**src/rtl/regfile_write_arbiter.sv**
```systemverilog
// Arbitrates the register file write port between the pipeline writeback stage
// and a one-entry mult/div result buffer, with a starvation-driven pipeline stall.
module regfile_write_arbiter #(
  parameter int STARVE_LIMIT = 4
) (
  input  logic        clock,
  input  logic        ctrl_reset,
  input  logic        pipe_valid,
  input  logic [4:0]  pipe_reg,
  input  logic [31:0] pipe_data,
  input  logic        md_valid,
  input  logic [4:0]  md_reg,
  input  logic [31:0] md_data,
  output logic        md_ready,
  output logic        ctrl_writeEnable,
  output logic [4:0]  ctrl_writeReg,
  output logic [31:0] data_writeReg,
  output logic        pipe_stall,
  output logic        md_pend,
  output logic [4:0]  md_pend_reg,
  output logic        md_drop
);

  typedef enum logic [1:0] {
    IDLE,
    PEND,
    STALL
  } stateT;

  localparam logic [3:0] starveLimit = 4'(STARVE_LIMIT);

  stateT       state;
  logic        bufValid;
  logic [4:0]  bufReg;
  logic [31:0] bufData;
  logic [3:0]  starveCnt;

  logic       pipeWrite;
  logic       conflict;
  logic       blocked;
  logic       retire;
  logic       acceptKeep;
  logic [3:0] starveNext;

  assign md_ready    = !bufValid && !ctrl_reset;
  assign md_pend     = bufValid;
  assign md_pend_reg = bufValid ? bufReg : 5'd0;

  // A pipeline write to register 0 is a no-op and leaves the port free.
  assign pipeWrite  = pipe_valid && (pipe_reg != 5'd0);
  assign conflict   = bufValid && pipeWrite && (pipe_reg == bufReg);
  assign blocked    = bufValid && pipeWrite && !conflict;
  assign retire     = bufValid && !pipeWrite;
  assign acceptKeep = md_valid && md_ready && (md_reg != 5'd0);
  assign starveNext = (starveCnt == 4'hF) ? starveCnt : starveCnt + 4'd1;

  always_ff @(posedge clock) begin
    if (ctrl_reset) begin
      state            <= IDLE;
      bufValid         <= 1'b0;
      bufReg           <= 5'd0;
      bufData          <= 32'd0;
      starveCnt        <= 4'd0;
      ctrl_writeEnable <= 1'b0;
      ctrl_writeReg    <= 5'd0;
      data_writeReg    <= 32'd0;
      pipe_stall       <= 1'b0;
      md_drop          <= 1'b0;
    end else begin
      md_drop <= conflict;

      if (pipeWrite) begin
        ctrl_writeEnable <= 1'b1;
        ctrl_writeReg    <= pipe_reg;
        data_writeReg    <= pipe_data;
      end else if (retire) begin
        ctrl_writeEnable <= 1'b1;
        ctrl_writeReg    <= bufReg;
        data_writeReg    <= bufData;
      end else begin
        ctrl_writeEnable <= 1'b0;
        ctrl_writeReg    <= 5'd0;
        data_writeReg    <= 32'd0;
      end

      // Acceptance only happens into an empty buffer, so it never overlaps retirement.
      if (retire || conflict) begin
        bufValid <= 1'b0;
      end else if (acceptKeep) begin
        bufValid <= 1'b1;
        bufReg   <= md_reg;
        bufData  <= md_data;
      end

      case (state)
        IDLE: begin
          starveCnt  <= 4'd0;
          pipe_stall <= 1'b0;
          if (acceptKeep) begin
            state <= PEND;
          end
        end
        PEND: begin
          if (retire || conflict) begin
            state     <= IDLE;
            starveCnt <= 4'd0;
          end else if (blocked) begin
            starveCnt <= starveNext;
            if (starveNext >= starveLimit) begin
              state      <= STALL;
              pipe_stall <= 1'b1;
            end
          end
        end
        STALL: begin
          // Stay stalled until the entry leaves, even if upstream ignores the stall.
          if (retire || conflict) begin
            state      <= IDLE;
            starveCnt  <= 4'd0;
            pipe_stall <= 1'b0;
          end else if (blocked) begin
            starveCnt <= starveNext;
          end
        end
        default: begin
          state      <= IDLE;
          starveCnt  <= 4'd0;
          pipe_stall <= 1'b0;
        end
      endcase
    end
  end

endmodule
```
**config.mk**
```make
export PLATFORM = sky130hd
export DESIGN_NAME = regfile_write_arbiter
export DESIGN_NICKNAME = d
export VERILOG_FILES = /design/src/rtl/regfile_write_arbiter.sv
export SDC_FILE = /design/constraint.sdc
export NUM_CORES = 1
export LEC_CHECK = 0
export CORE_AREA = 8 8 96 98
export CTS_CLUSTER_SIZE = 28
export DETAILED_ROUTE_END_ITERATION = 7
export DIE_AREA = 0 0 104 106
export PLACE_DENSITY = 0.79
export SYNTH_ARGS = -nofsm -noshare
export SYNTH_HDL_FRONTEND = slang
export SYNTH_SLANG_ARGS = --single-unit
```
**constraint.sdc**
```tcl
create_clock -name clock -period 2.05 [get_ports clock]
set_clock_uncertainty 0.05 [all_clocks]
set_input_delay 0.41 -clock clock [delete_from_list [all_inputs] [get_ports clock]]
set_output_delay 0.41 -clock clock [all_outputs]
set_load 0.02 [all_outputs]
```
==> impl_metrics.tcl <==
set metrics [dict create \
    grt_pass1_wl_um 16400 \
    hold_violations 0 \
    clkTransAtPathRegs_ps 80 \
    ys_ff_latch 84 \
    setup_viol 0 \
    ant_nets 0 \
    fin_crit_sh 0.973 \
    first_pass_iters 4 \
    dp_cells 626 \
    diodes 0 \
    drive_gt1_frac 0.0987 \
    worstSetupPathType "flip-flop to output port" \
    die-area_mm2 0.0110 \
    cp.buffers_inverters 1 \
    yosysTopAreaCell "dfxtp_1" \
    grt_max_degree 83 \
    top_regs "bufData (32), data_writeReg (32)" \
    slew_headroom 0.458 \
    path_cells "and2_1, clkdlybuf4s50_1" \
    ios 125 \
    port_buffers 124 \
    place.gp.congestion 0.795 \
    nets 614 \
    cts.path.max_buffers 2 \
    final_cell_area_mm2 0.00493 \
    hp-class "flip-flop to flip-flop" \
    start_util 0.421 \
    yosysTopAreaCellShare 0.509 \
    route.vias.total 3198 \
    drt_iter0_markers 108 \
    core_mm2 0.00785 \
    clkSinkCount 84 \
    cap_violations 0 \
    cp_top_family "buffers and inverters" \
    cts_buffers 9 \
    h-tree-depth 3 \
    period_minus_slack_ps 1990 \
    fmax_ghz 0.502 \
    dp_hpwl_um 6940 \
    crit_arrival_ps 1530 \
    worst_slew_pin_slew_ps 814 \
    async_reset_ff_frac 0 \
    clock_latency_ps 340 \
    post-cts-setup-buffers 0 \
    grt_usage 0.179 \
    drc 0 \
    cp_slowest_cell "clkdlybuf4s50_1" \
    vias_per_cell 4.98 \
    grt_overflow 0 \
    area_growth_pct 49.3 \
    root_buffer "clkbuf_8" \
    grt_antenna_before_repair 1 \
    synth_fp_nets 484 \
    syn_area_mm2 0.00330 \
    status "complete, no violations" \
    maxSlewViolCount 0 \
    ys_types 35 \
    synth_flop_cell "dfxtp_1" \
    placementRows 33 \
    hp-start "bufData[23]$_SDFFE_PP0P_" \
    die_x_um 104 \
    yosysWarnings 0 \
    post_drt_wl_per_cell_um 15.2 \
    critPathCaptureType "output port" \
    wl_um 9730 \
    die_y_um 106 \
    cts_tree "done" \
    timing.rr.start "state[1]$_SDFFE_PP0P_" \
    netlist_instances 402 \
    grt_pass1_vias 3369 \
    synth_edf_count 0 \
    cp-start-kind "flip-flop" \
    yosysSeqAreaShare 0.509 \
    crit_start "md_pend$_SDFFE_PP0P_" \
    post_synth.cell_area_avg_um2 8.21 \
    p_per_area_mw_per_mm2 742 \
    fin_cells 642 \
    max_stage_delay_ps 610 \
    ir_drop_mv 0.417 \
    crit_fanout 11 \
    grt_setup_unrepaired "no" \
    p_leak_nw 1.83 \
    dpl_cell_area_mm2 0.00472 \
    synth_top_cells_by_area "dfxtp_1, nand2_1, a21oi_1" \
    worstPathRequired_ps 1590 \
]
==> power by group <==
part | total [mW] | switching (mW) | leakage, nW | internal [mW]
clock network | 1.15 | 0.593 | 0.0910 | 0.556
registers | 1.76 | 0.0446 | 0.688 | 1.72
logic | 0.746 | 0.380 | 1.05 | 0.366
total | 3.66 | 1.02 | 1.83 | 2.64
==> logic make-up after synthesis <==
family	synth area share
multiplexers	0.00303
AO/OA/AOI/OAI	0.170
flip-flops	0.509
AND/OR/NAND/NOR	0.237
adder cells (fa/ha/maj)	0.0152
XOR/XNOR	0.0159
buffers and inverters	0.0500
==> worst paths after layout <==
| kind | endpoint | slack (ps) | cells after the start |
|---|---|---|---|
| worst max-delay path | md_pend_reg[2] | 60 | 2 |
| worst max register to register | state[0]$_SDFFE_PP0P_ | 190 | 7 |
| worst min register to register | bufData[23]$_SDFFE_PP0P_ | 410 | 2 |
| worst min-delay path | bufData[23]$_SDFFE_PP0P_ | 410 | 2 |
==> per-layer routing <==
layer / GRT usage / up-vias / wire (µm)
met5: 0 / - / 8
met4: 0.0600 / 2 / 150
met3: 0.0690 / 16 / 800
met2: 0.297 / 104 / 4690
met1: 0.207 / 1470 / 4080
li1: - / 1606 / -
==> layout make-up <==
type	instances	area, µm²
Clock buffer	9	124
Sequential cell	84	1690
Tap cell	105	131
Clock inverter	7	67.6
Multi-Input combinational cell	286	1470
Timing Repair Buffer	148	1440
Fill cell	681	2920
Inverter	3	11.3
==> cells in the mapped netlist, types with 2 or more instances <==
master,instances
nand2_1,118
dfxtp_1,84
a21oi_1,80
nand3_1,34
clkbuf_1,20
nor2_1,6
and2_1,5
buf_6,5
xor2_1,5
a211oi_1,4
ha_1,4
buf_2,3
inv_1,3
nor3_1,3
a22oi_1,2
and4b_1,2
nand3b_1,2
nor3_2,2
o211ai_2,2
o21ai_0,2
or4_4,2
==> worst register-to-register path, cell delays in order, from the launching register on <==
cell	delay [ps]
dfxtp_1	320
inv_1	100
ha_1	270
nor4b_1	360
a211oi_2	130
a221oi_2	260
nand3b_1	170
a21oi_1	60
==> what timing repair did <==
item | 4_1_cts | 5_1_grt
gates resized for setup | 5 | 6
gates cloned | 0 | 0
setup endpoints to repair | 6 | 6
hold buffers | 0 | 0
hold endpoints to repair | 0 | 0
==> layout by cell type (no fill, tap or decap), types with 4 or more instances in the layout <==
| cell | synthesis | layout |
|---|---|---|
| nor2_1 | 6 | 6 |
| nand2_1 | 118 | 118 |
| dfxtp_1 | 84 | 83 |
| buf_4 | 1 | 20 |
| clkbuf_8 | 0 | 9 |
| a21oi_1 | 80 | 80 |
| clkdlybuf4s50_1 | 0 | 119 |
| and2_1 | 5 | 5 |
| nand3_1 | 34 | 34 |
| dlygate4sd2_1 | 0 | 4 |
| ha_1 | 4 | 4 |
| xor2_1 | 5 | 5 |
==> through the flow <==
stage	setup slack (ps)	hold slack [ps]	total power, mW	TNS [ps]	utilization
detailed placement	-241	398	2.51	-16020	0.601
finish	56.0	411	3.66	0	0.628
global route	4.96	424	3.84	0	0.628
global placement	-207	392	2.50	-14280	0.601
floorplan	256	387	2.17	0	-
CTS	3.60	410	3.66	0	0.625
Note: power is estimated with default switching activity, not from simulation.
